## config.mk

```make
export PLATFORM = sky130hd
export DESIGN_NAME = pipelined_ripple_adder
export DESIGN_NICKNAME = d
export VERILOG_FILES = /design/src/rtl/pipelined_ripple_adder.sv
export SDC_FILE = /design/constraint.sdc
export NUM_CORES = 1
export LEC_CHECK = 0
export BUFFER_PORTS_ARGS = -buffer_cell sky130_fd_sc_hd__buf_2
export CAP_MARGIN = 30
export CORE_ASPECT_RATIO = 1.75
export CORE_MARGIN = 4
export CORE_UTILIZATION = 57
export CTS_CLUSTER_DIAMETER = 60
export DETAILED_ROUTE_END_ITERATION = 8
export GPL_ROUTABILITY_DRIVEN = 0
export PLACE_DENSITY = 0.82
export SKIP_LAST_GASP = 1
export SLEW_MARGIN = 20
export SYNTH_ARGS = -nofsm -noshare
export SYNTH_HDL_FRONTEND = slang
export SYNTH_SLANG_ARGS = --single-unit
```

## constraint.sdc

```tcl
create_clock -name clk -period 2.3 [get_ports clk]
set_input_delay 0.23 -clock clk [delete_from_list [all_inputs] [get_ports clk]]
set_output_delay 0.23 -clock clk [all_outputs]
set_load 0.005 [all_outputs]
```

## src/rtl/pipelined_ripple_adder.sv

```systemverilog
// pipelined_ripple_adder: segmented ripple-carry adder, one SEG_WIDTH slice per stage, valid/ready flow control.
// Define PIPE_ADDER_OVF_EN to add the registered signed-overflow output ovf.
module pipelined_ripple_adder #(
  parameter int WIDTH     = 16,
  parameter int SEG_WIDTH = 4
) (
  input  logic             clk,
  input  logic             rst_n,
  input  logic             in_valid,
  output logic             in_ready,
  input  logic [WIDTH-1:0] add_1,
  input  logic [WIDTH-1:0] add_2,
  input  logic             c_in,
  output logic             out_valid,
  input  logic             out_ready,
  output logic [WIDTH-1:0] sum,
`ifdef PIPE_ADDER_OVF_EN
  output logic             c_out,
  output logic             ovf
`else
  output logic             c_out
`endif
);
  localparam int STAGES = WIDTH / SEG_WIDTH;
  logic advance;
  assign advance  = !out_valid || out_ready;
  assign in_ready = advance;
  // Stage k carries the finished low sum bits forward and only the operand bits not yet added.
  for (genvar k = 0; k < STAGES; k++) begin : g_st
    localparam int LO = k * SEG_WIDTH;
    logic [WIDTH-LO-1:0]     a_in, b_in;
    logic                    c_i, v_i;
    logic [SEG_WIDTH:0]      seg;
    logic [LO+SEG_WIDTH-1:0] s_d, s_q;
    logic                    c_q, v_q;
    if (k == 0) begin : g_head
      assign a_in = add_1;
      assign b_in = add_2;
      assign c_i  = c_in;
      assign v_i  = in_valid;
      assign s_d  = seg[SEG_WIDTH-1:0];
    end else begin : g_tail
      assign a_in = g_st[k-1].g_op.a_q;
      assign b_in = g_st[k-1].g_op.b_q;
      assign c_i  = g_st[k-1].c_q;
      assign v_i  = g_st[k-1].v_q;
      assign s_d  = {seg[SEG_WIDTH-1:0], g_st[k-1].s_q};
    end
    assign seg = {1'b0, a_in[SEG_WIDTH-1:0]} + {1'b0, b_in[SEG_WIDTH-1:0]} + {{SEG_WIDTH{1'b0}}, c_i};
    always_ff @(posedge clk or negedge rst_n) begin
      if (!rst_n) begin
        s_q <= '0;
        c_q <= 1'b0;
        v_q <= 1'b0;
      end else if (advance) begin
        s_q <= s_d;
        c_q <= seg[SEG_WIDTH];
        v_q <= v_i;
      end
    end
    if (k < STAGES - 1) begin : g_op
      logic [WIDTH-LO-SEG_WIDTH-1:0] a_q, b_q;
      always_ff @(posedge clk or negedge rst_n) begin
        if (!rst_n) begin
          a_q <= '0;
          b_q <= '0;
        end else if (advance) begin
          a_q <= a_in[WIDTH-LO-1:SEG_WIDTH];
          b_q <= b_in[WIDTH-LO-1:SEG_WIDTH];
        end
      end
    end
  end
  assign sum       = g_st[STAGES-1].s_q;
  assign c_out     = g_st[STAGES-1].c_q;
  assign out_valid = g_st[STAGES-1].v_q;
`ifdef PIPE_ADDER_OVF_EN
  // Carry into the MSB is recovered as a^b^s at that bit; overflow when it differs from carry out.
  logic ovf_q, ovf_d;
  assign ovf_d = g_st[STAGES-1].seg[SEG_WIDTH] ^ g_st[STAGES-1].seg[SEG_WIDTH-1]
               ^ g_st[STAGES-1].a_in[SEG_WIDTH-1] ^ g_st[STAGES-1].b_in[SEG_WIDTH-1];
  always_ff @(posedge clk or negedge rst_n) begin
    if (!rst_n) ovf_q <= 1'b0;
    else if (advance) ovf_q <= ovf_d;
  end
  assign ovf = ovf_q;
`endif
endmodule

```

# Word level (Yosys, flattened, before mapping)
# Index checks and enable logic that the tools add are counted.
# Widths: inputs -> output; s select.
dict set report word_totals {
  register_bits 96
}
dict set report classes {
  reduce_logical 2
  n_addsub 8
}
# operator n
set ops {}
lappend ops {{$add 4x4->5} 4}
lappend ops {{$add 5x1->5} 4}
lappend ops {{$logic_not 1->1} 1}
lappend ops {{$logic_or 1x1->1} 1}

# Longest topological paths before layout
# Gate-level depths: netlist (run 1).
dict set report depth {
  word_depth 2
  depth_mapped 7
  mapped_depth_nobuf 6
}

# Worst setup path before layout (run 1)
# No wires, ideal clock.
dict set report synth_timing {
  path_kind {reg-to-reg}
  startpoint {register g_st[2].c_q}
  endpoint {register g_st[3].c_q (netlist: c_out)}
  arrival_time_ns 1.634
  required_ns 2.178
  path_buffers 0
  slack_ns 0.544
  setup_time_ns 0.122
  path_stages_with_launch 6
  path_cell_list {dfrtp_1 -> fa_1 -> fa_1 -> a21o_1 -> a21oi_1 -> a21oi_2}
}
dict set report synth_between {
  elab_chain_len 1
}
# item line_no
set synth_lines {}
lappend synth_lines {{start: declaration} 35} ;# logic c_q, v_q;
lappend synth_lines {{start signal: assignment} 57} ;# c_q <= seg[SEG_WIDTH];
lappend synth_lines {{$add 5x1->5} 49} ;# assign seg = {1'b0, a_in[SEG_WIDTH-1:0]} + {1'b0, b_in[SEG_WIDTH-1:0]} + {{SEG_WIDTH{1'b0}}, c_i};
lappend synth_lines {{end signal: assignment} 57}
lappend synth_lines {{end: declaration} 35}
# Every way passes these cells.
# A chain may end at the register's enable or synchronous reset.

# Worst setup path after layout (run 1)
# Ends and elaborated chain as after synthesis.

==> results.md, run 1 <==
* Status: complete, no violations
* Total Nets Final at 554
* Internal Power at 4.20 mW
* Max Cap Viol at 0
* GR Overflow Total at 0
* Slew Viols, Final at 0
* H-tree lvl count at 3
* Layout area overhead at 14.6%
* Sequential fraction of design power at 44.2%
* Initial Util at 59.7%
* Most used routing layer: met2
* Clock slew at reported path FFs at 0.06 ns
* DP HPWL at 5250 µm
* Peak supply drop at 0.655 mV
* Worst clock skew at 0.00558 ns
* Die height at 121 µm
* Initial antenna violation count at 0
* First-pass GRT wire length at 13100 µm
* Clk_lat worst skew at 0.34 ns
* Share of cells above drive strength 1 at 16.6%
* Buffer count from post-CTS setup fixing at 0
* Register area share after synthesis at 57.9%
* Grt met3 use at 3.23%
* Clock power share at 22.5%
* Cell area after synthesis at 0.00415 mm²
* 1st-iter DRT viols at 215
* Initial DRT Pass Iterations at 4
* Minimum clock period after layout at 1.84 ns
* WS Path Type: register to register
* CTS root buffer: clkbuf_16
* DR vias/cell at 4.97
* Die width at 72.5 µm
* Residual DRC count at 0
* Crit. End Element: register
* Post-Route Setup TNS at 0 ns
* Synth top area cells: dfrtp_1 (58%), nand2_1 (21%), fa_1 (3.9%), ha_1 (3.6%), buf_6 (2.7%)
* Worst EP arrival at 2.06 ns
* Synthesized instance count at 444
* Vias in the first global route at 2906
* FP Rows at 40
* Worst-Margin Slew at 0.580 ns
* Antenna cells at 0
* Largest net degree at the start of global routing at 91
* Post-synth net total at 501
* Area occupied by registers at 0.00240 mm²
* M1 GR Usage at 23.3%
* Min-delay worst type: input pin to register
* Cell variety after synth at 24
* CP required at 2.52 ns
* Port bufs at 55
* CP Launch Type: register
* Top-area cell type share of the netlist area at 57.9%
* Pwr dens at 1350 mW/mm²
* CP Max Fanout at 2
* Inserted Clock Buffers at 9
* # fillers at 544
* RSZ-0062 raised after global routing: false
* Total Routed Length at 7540 µm
* Period Utilization, post-route at 80.2%
* # setup viols final at 0
* DR vias at 2906
* Ys Warns at 0
* Wirelength per Cell at 12.9 µm
* Combinational power share at 33.3%
* IO Pins at 56
* Overall routing resource usage at 19.6%
* Clock sink total at 96
* Maximum clock rate at 542 MHz
* Worst hold slack at 0.0812 ns
* Met2 Track Usage GR at 34.2%
* Final Hold Viols at 0
* CTS tree: built
* Register bit total from synthesis at 96
* Switching Fraction at 34.4%
* Syn_area_per_cell at 9.35 µm²
* Leakage at 2.60 nW
* Sw power at 2.20 mW
* Final ANT Viol Nets at 0
* Max clock buf depth at 2
* Relative slew slack at 61.3%
* Area occupied by multi-input gates at 0.00154 mm²
* Die area at 0.00877 mm²
* Core Area at 0.00696 mm²
* Yosys top cell by area: dfrtp_1
-- final timing paths --
check                       startpoint  cells past startpoint  slack [ns]                   to
hold reg to reg            g_st[2].v_q                      1        0.46            out_valid
setup reg to reg           g_st[2].c_q                      5        0.46                c_out
min in group asynchronous        rst_n                      2        0.43       g_st[2].s_q[1]
hold / removal               add_1[13]                      3        0.08  g_st[0].g_op.a_q[9]
max in group asynchronous        rst_n                      3        1.20  g_st[2].g_op.b_q[0]
setup / recovery           g_st[2].c_q                      5        0.46                c_out
-- routing by layer --
layer,share of wire (%),wire (µm)
met1,39,2940
met2,56,4180
met3,3.4,257
met4,2.0,152
met5,0,0
-- area by class of cell --
class                   instances  share of cell area (%)
clock buffers                  11                    5.10
flip-flops and latches         96                    50.5
inverters                      15                    1.24
well taps                      84                    2.21
clock inverters                 4                   0.947
repair buffers                 63                    7.68
multi-input cells             312                    32.3
-- state kept, by name, indices dropped and copies added (netlist names) --
name,flops
sum,16
g_st.g_op.a_q,24
c_out,1
g_st.v_q,3
g_st.g_op.b_q,24
g_st.s_q,24
out_valid,1
g_st.c_q,3
-- power by group through the flow --
stage	clock (mW)	sequential (mW)	combinational (mW)
2_1_floorplan	0	2.77	1.60
3_3_place_gp	0	2.83	2.05
3_5_place_dp	0	2.86	2.15
4_1_cts	1.47	2.84	2.18
5_1_grt	1.54	2.92	2.48
6_report	1.44	2.83	2.13
-- critical path, stage by stage (launching register included) --
cell,delay [ns]
dfrtp_1,0.40
fa_1,0.46
fa_1,0.43
a21o_1,0.20
a21oi_1,0.17
a21oi_2,0.07
-- cells by family after synthesis --
logic type,after synthesis,synth area share (%)
xor gates and xnor gates,4,0.844
AOI/OAI and AO/OA,38,5.52
and+or+nand+nor,250,23.1
buffers and inverters,36,5.24
adders and majority gates,20,7.47
DFF,96,57.9
-- cell usage in the layout, fill, tap and decap left out, types with 4 or more instances in the layout --
cell | synthesis | routed
o21ai_1 | 16 | 16
dfrtp_1 | 96 | 96
nor2b_1 | 4 | 4
inv_1 | 14 | 14
a21o_1 | 4 | 4
clkbuf_16 | 0 | 9
nand2_1 | 233 | 233
nor2_1 | 10 | 10
fa_1 | 8 | 8
buf_4 | 0 | 6
ha_1 | 12 | 12
a21oi_2 | 5 | 5
a21oi_1 | 6 | 6
buf_2 | 4 | 54
-- Yosys cell counts --
cell      instances
o21ai_1          16
a22oi_1           1
buf_6            10
nor3_1            1
nand2b_1          1
nor2b_1           4
fa_1              8
xnor2_1           1
nor2_1           10
inv_1            14
o21ai_0           3
buf_2             4
xor2_1            3
a21oi_2           5
nor2b_2           1
a21o_1            4
o21a_1            2
dfrtp_1          96
ha_1             12
o31ai_1           1
clkbuf_1          7
nand2_1         233
a21oi_1           6
inv_4             1
-- through the flow --
step	instances	area (µm²)	setup WS [ns]	power, mW	util [%]
after floorplan	444	4150	0.544	4.38	-
after global placement	569	4460	0.495	4.88	64.1
after detailed placement	569	4460	0.456	5.02	64.1
after CTS	585	4760	0.448	6.50	68.4
after global routing	585	4760	0.334	6.94	68.4
final	585	4760	0.456	6.40	68.4
-- timing repair --
item                      in CTS  in global routing
hold endpoints to repair      44                  0
hold buffers                   1                  0
gates resized for setup        0                  0
Note: power is estimated with default switching activity, not from simulation.
==> inputs of run 2 (changes only) <==
ABC_AREA = 1   (was default)
CORE_UTILIZATION = 51   (was 57)
PLACE_DENSITY = 0.78   (was 0.82)
clock period = 1.6 ns   (was 2.3 ns; I/O delays follow)
==> results.md, run 2 <==
* Most frequent cell after synthesis: nand2_1
* Top_reg_cell synth: dfrtp_1
* Worst clock skew at 0.00369 ns
* GR Overflow Total at 0
* 1st-iter DRT viols at 233
* CTS tree: built
* CP Max Fanout at 2
* CTS root buffer: clkbuf_16
* Top-area cell type share of the netlist area at 58.6%
* WL met1 at 3300 µm
* Worst hold slack at 0.0175 ns
* Min-delay worst type: input pin to register
* Antenna cells at 0
* Yosys top cell by area: dfrtp_1
* R2R setup slack at -0.02 ns
* CP delay by family, top: adder cells
* Worst-Margin Slew at 0.517 ns
* Port bufs at 55
* Relative slew slack at 65.5%
* Top cells by count, synth: nand2_1 (193), dfrtp_1 (96), o21ai_0 (47), inv_1 (40)
* Initial DRT Pass Iterations at 5
* Vias in the first global route at 2977
* Worst Reg-to-Reg Cells at 6
* DP HPWL at 5280 µm
* DR vias/cell at 4.98
* FP Rows at 43
* CP required at 1.82 ns
* Initial Util at 51.9%
* Most frequent CP cell: fa_2
* RSZ-0062 raised after global routing: true
* Crit. End Element: register
* Synthesized instance count at 452
* Worst EP arrival at 1.84 ns
* Worst-path cell chain: fa_2 -> fa_2 -> nand2_2 -> inv_2 -> o21ai_1 -> a21oi_1
* Post-synth EDFFs at 0
* Worst R2R End: c_out
* Top Metal Used: met4
* Ys async rst share at 100%
* H-tree lvl count at 3
* Cell variety after synth at 19
* Clock sink total at 96
* Wirelength per Cell at 12.6 µm
* Met3 wire length at 293 µm
* Die area at 0.00960 mm²
* Commonest non-fill, non-tap cell in the layout: nand2_1
* CP max stage cell: fa_2
* WS Path Type: register to register
* IO Pins at 56
* RR Startpoint: g_st[2].c_q
* Initial antenna violation count at 0
* Die width at 75.8 µm
* Met2 WL at 3830 µm
* Cell area after synthesis at 0.00410 mm²
* Pwr dens at 1870 mW/mm²
* Synth top area cells: dfrtp_1 (59%), nand2_1 (18%), o21ai_0 (5.7%), fa_1 (3.9%), ha_1 (3.7%)
* Max clock buf depth at 2
* Syn_area_per_cell at 9.08 µm²
* Post-layout worst setup margin at -0.0196 ns
* Post-Layout Cell Count at 602
* Die height at 127 µm
* Period Utilization, post-route at 101%
* Register area share after synthesis at 58.6%
* # fillers at 653
* Total Nets Final at 567
* Top Registers: g_st.g_op.a_q (24), g_st.g_op.b_q (24), g_st.s_q (24)
* Largest net degree at the start of global routing at 58
* Total Routed Length at 7580 µm
* Slew Viols, Final at 0
* Layout area overhead at 17.7%
* Ys Warns at 0
* Hold path depth at 3
* CP Launch Type: register
* Minimum clock period after layout at 1.62 ns
* Inserted Clock Buffers at 9
* Post-synth net total at 509
* Share of cells above drive strength 1 at 18.0%
* Final Hold Viols at 0
* CP max stage delay at 0.42 ns
* Failing checks: negative setup slack
* Status: finished with violations
* Core Area at 0.00791 mm²
* # setup viols final at 2
* Clk_lat worst skew at 0.34 ns
* Residual DRC count at 0
* DR vias at 3000
* Overall routing resource usage at 17.9%
* First-pass GRT wire length at 13300 µm
* Hold path start: add_1[7]
* Clock slew at reported path FFs at 0.06 ns
* Hold EP: g_st[0].g_op.a_q[3]
* Register bit total from synthesis at 96
* Leakage at 2.58 nW
* Final ANT Viol Nets at 0
* Maximum clock rate at 617 MHz
* Buffers and inverters on the worst path at 1
* Placed Cells at 585
* Commonest non-fill, non-tap cells in the layout: nand2_1 (192), dfrtp_1 (96), buf_2 (54), o21ai_0 (45), inv_1 (38)
* Peak supply drop at 0.774 mV
* Max Cap Viol at 0
-- run 2: cell count changes in the layout (fill, tap and decap cells not counted), sizes merged, moves of 4 or more --
cell,previous run,this run
a21o,4,0
buf,62,66
inv,15,41
nand2,233,193
nand3,0,12
nor2b,5,0
o21ai,19,50
-- run 2: kinds of logic after synthesis --
logic type               count (synthesis)  share of synthesized area, %
AO/OA/AOI/OAI                           60                          7.41
XOR/XNOR                                 1                         0.214
AND/OR/NAND/NOR                        214                          20.2
flip-flops                              96                          58.6
adder cells (fa/ha/maj)                 20                          7.56
buffers and inverters                   61                          6.07
-- run 2: worst register-to-register path, delay by kind of cell (launching register included) --
family                     cells  cell delay (ns)
buffers and inverters          1             0.04
AOI/OAI and AO/OA              2             0.19
adders and majority gates      2             0.79
and+or+nand+nor                1             0.08
DFF                            1             0.41
-- run 2: layout make-up --
| type | instances | area, µm² | area share, % |
|---|---|---|---|
| clock buffer | 12 | 256 | 5.31 |
| clock inverter | 1 | 5.00 | 0.104 |
| inverter | 41 | 154 | 3.19 |
| multi-input combinational | 295 | 1480 | 30.6 |
| sequential | 96 | 2400 | 49.7 |
| tap | 90 | 113 | 2.33 |
| timing repair buffer | 67 | 420 | 8.70 |
-- run 2: how the worst max path moves through the flow --
stage | to | cells after the start | slack, ns | start
finish | c_out | 6 | -0.02 | g_st[2].c_q
global route | sum[14] | 5 | -0.04 | g_st[2].c_q
CTS | c_out | 6 | -0.04 | g_st[2].c_q
detailed placement | c_out | 6 | -0.09 | g_st[2].c_q
global placement | c_out | 6 | -0.03 | g_st[2].c_q
floorplan | c_out | 6 | 0.02 | g_st[2].c_q
-- run 2: repair_timing --
item                                    CTS  global route
gates resized for setup                   5             7
endpoints found under the setup margin    5            10
hold endpoints to repair                 21             0
setup buffers                             2             1
pin swaps                                 1             3
hold buffers                              1             0
-- run 2: metal layers --
metal,up-vias,global-route usage (%)
li1,1512,-
met1,1423,24.3
met2,53,27.8
met3,12,3.33
met4,0,7.72
met5,-,0
-- run 2: power by group --
| part | switching (mW) | total, mW | internal (mW) | leakage, nW |
|---|---|---|---|---|
| Combinational | 1.82 | 3.11 | 1.29 | 1.29 |
| Clock | 0.797 | 1.91 | 1.11 | 0.130 |
| Sequential | 0.551 | 4.03 | 3.48 | 1.16 |
-- run 2: through the flow --
stage,instance area (µm²),setup WS (ns),total power [mW],utilization (%),setup TNS [ns]
after floorplan,4110,0.0170,6.00,-,0
after global placement,4510,-0.0325,6.80,57.0,-0.0445
after detailed placement,4510,-0.0903,7.03,57.0,-0.264
after CTS,4810,-0.0381,9.06,60.8,-0.0721
after global routing,4830,-0.0375,9.86,61.1,-0.145
final,4830,-0.0196,9.05,61.1,-0.0293
==> inputs of run 3 (changes only) <==
BUFFER_PORTS_ARGS = default   (was -buffer_cell sky130_fd_sc_hd__buf_2)
CORE_UTILIZATION = 56   (was 51)
DONT_BUFFER_PORTS = 1   (was default)
PLACE_DENSITY = 0.77   (was 0.78)
==> results.md, run 3 (synthesized netlist as in run 2, its figures left out) <==
* Min-delay worst type: input pin to asynchronous set/reset pin
* H-tree lvl count at 3
* # setup viols final at 2
* Layout area overhead at 16.6%
* Die width at 72.7 µm
* Pwr dens at 1870 mW/mm²
* Initial DRT Pass Iterations at 5
* DP HPWL at 4700 µm
* CP Max Fanout at 2
* Worst-Margin Slew at 0.367 ns
* Largest net degree at the start of global routing at 97
* Overall routing resource usage at 18.4%
* Hold-fix buffers at CTS at 25
* Slew Viols, Final at 0
* Minimum clock period after layout at 1.63 ns
* Maximum clock rate at 612 MHz
* Post-Route Setup TNS at -0.0638 ns
* RSZ-0062 raised after global routing: true
* # fillers at 572
* Port bufs at 0
* Die area at 0.00881 mm²
* Total Nets Final at 534
* Antenna cells at 0
* Final Hold Viols at 96
* Max clock buf depth at 2
* Post-layout worst setup margin at -0.0339 ns
* Relative slew slack at 75.5%
* 1st-iter DRT viols at 231
* Core Area at 0.00718 mm²
* DR vias/cell at 5.13
* First-pass GRT wire length at 12600 µm
* R2R setup slack at -0.03 ns
* Leakage at 2.46 nW
* IO Pins at 56
* FP Rows at 41
* Clock sink total at 96
* Crit. End Element: register
* Vias in the first global route at 2931
* Max Cap Viol at 0
* Status: finished with violations
* Residual DRC count at 0
* Peak supply drop at 0.988 mV
* Wirelength per Cell at 13.1 µm
* Initial Util at 57.1%
* Final ANT Viol Nets at 0
* Failing checks: negative hold slack, negative setup slack
* Worst EP arrival at 1.88 ns
* CTS root buffer: clkbuf_16
* Period Utilization, post-route at 102%
* CTS tree: built
* Post-Layout Cell Count at 567
* CP required at 1.85 ns
* Area occupied by registers at 0.00240 mm²
* Area occupied by multi-input gates at 0.00148 mm²
* DR vias at 2910
* Clock slew at reported path FFs at 0.06 ns
* Commonest non-fill, non-tap cells in the layout: nand2_1 (192), dfrtp_1 (96), o21ai_0 (46), inv_1 (37), dlygate4sd3_1 (25)
* Total Routed Length at 7450 µm
* WS Path Type: register to register
* Inserted Clock Buffers at 9
* Die height at 121 µm
* Initial antenna violation count at 0
* Worst Reg-to-Reg Cells at 5
* Worst clock skew at 0.00533 ns
* Clk_lat worst skew at 0.34 ns
* CP Launch Type: register
* GR Overflow Total at 0
* Placed Cells at 521
* Share of cells above drive strength 1 at 7.69%
* Top Registers: g_st.g_op.a_q (24), g_st.g_op.b_q (24), g_st.s_q (24)
* Worst hold slack at -0.491 ns
* Commonest non-fill, non-tap cell in the layout: nand2_1
run 3: changes by cell type in the layout (fill, tap and decap cells not counted), sizes merged:
cell / change
buf: -57
dlygate4sd3: +24
clkbuf: +1
clkinv: +1
run 3: worst paths after layout:
kind / start / end
min in group clk: c_in / g_st[0].s_q[0]
worst min register to register: g_st[1].s_q[7] / g_st[2].s_q[7]
max in group asynchronous: rst_n / sum[15]
worst min-delay path: rst_n / out_valid
worst max register to register: g_st[2].c_q / sum[14]
worst max-delay path: g_st[2].c_q / sum[14]
run 3: timing repair:
| action | CTS | global route |
|---|---|---|
| setup endpoints to repair | 3 | 4 |
| buffers inserted | 0 | 6 |
| gates resized for setup | 2 | 10 |
| hold endpoints to repair | 121 | 96 |
| pin swaps | 2 | 6 |
run 3: report_power, final:
part / internal, mW / switching (mW)
Clock: 1.17 / 0.832
Combinational: 1.19 / 1.69
Sequential: 3.48 / 0.605
Total: 5.84 / 3.13
run 3: metal layers:
metal	routed length, µm	track usage [%]	part of all wire, %	vias to the layer above
li1	-	-	-	1452
met2	3790	30.4	51	60
met1	3160	22.6	42	1385
met4	209	8.78	2.8	0
met3	281	4.06	3.8	13
met5	0	0	0	-
run 3: per-stage QoR:
| step | worst slack [ns] | util, % | cell area, µm² | power [mW] |
|---|---|---|---|---|
| 2_1_floorplan | 0.0170 | - | 4110 | 6.00 |
| 3_3_place_gp | -0.0209 | 58.2 | 4180 | 6.50 |
| 3_5_place_dp | -0.0724 | 58.2 | 4180 | 6.70 |
| 4_1_cts | -0.0288 | 65.7 | 4720 | 8.80 |
| 5_1_grt | -0.0944 | 66.6 | 4780 | 9.71 |
| 6_report | -0.0339 | 66.6 | 4780 | 8.97 |
run 3: final cells by class:
cell class              instances  area share, %
flip-flops and latches         96           50.2
multi-input cells             295           30.9
repair buffers                 34           7.43
clock buffers                  13           5.65
inverters                      41           3.22
well taps                      86           2.25
clock inverters                 2          0.288
run 3: worst max-delay path, cell delays in order (launching register included):
cell     delay (ns)
dfrtp_1        0.41
fa_2           0.42
fa_2           0.38
nand2_2        0.07
inv_2          0.05
o31ai_2        0.21
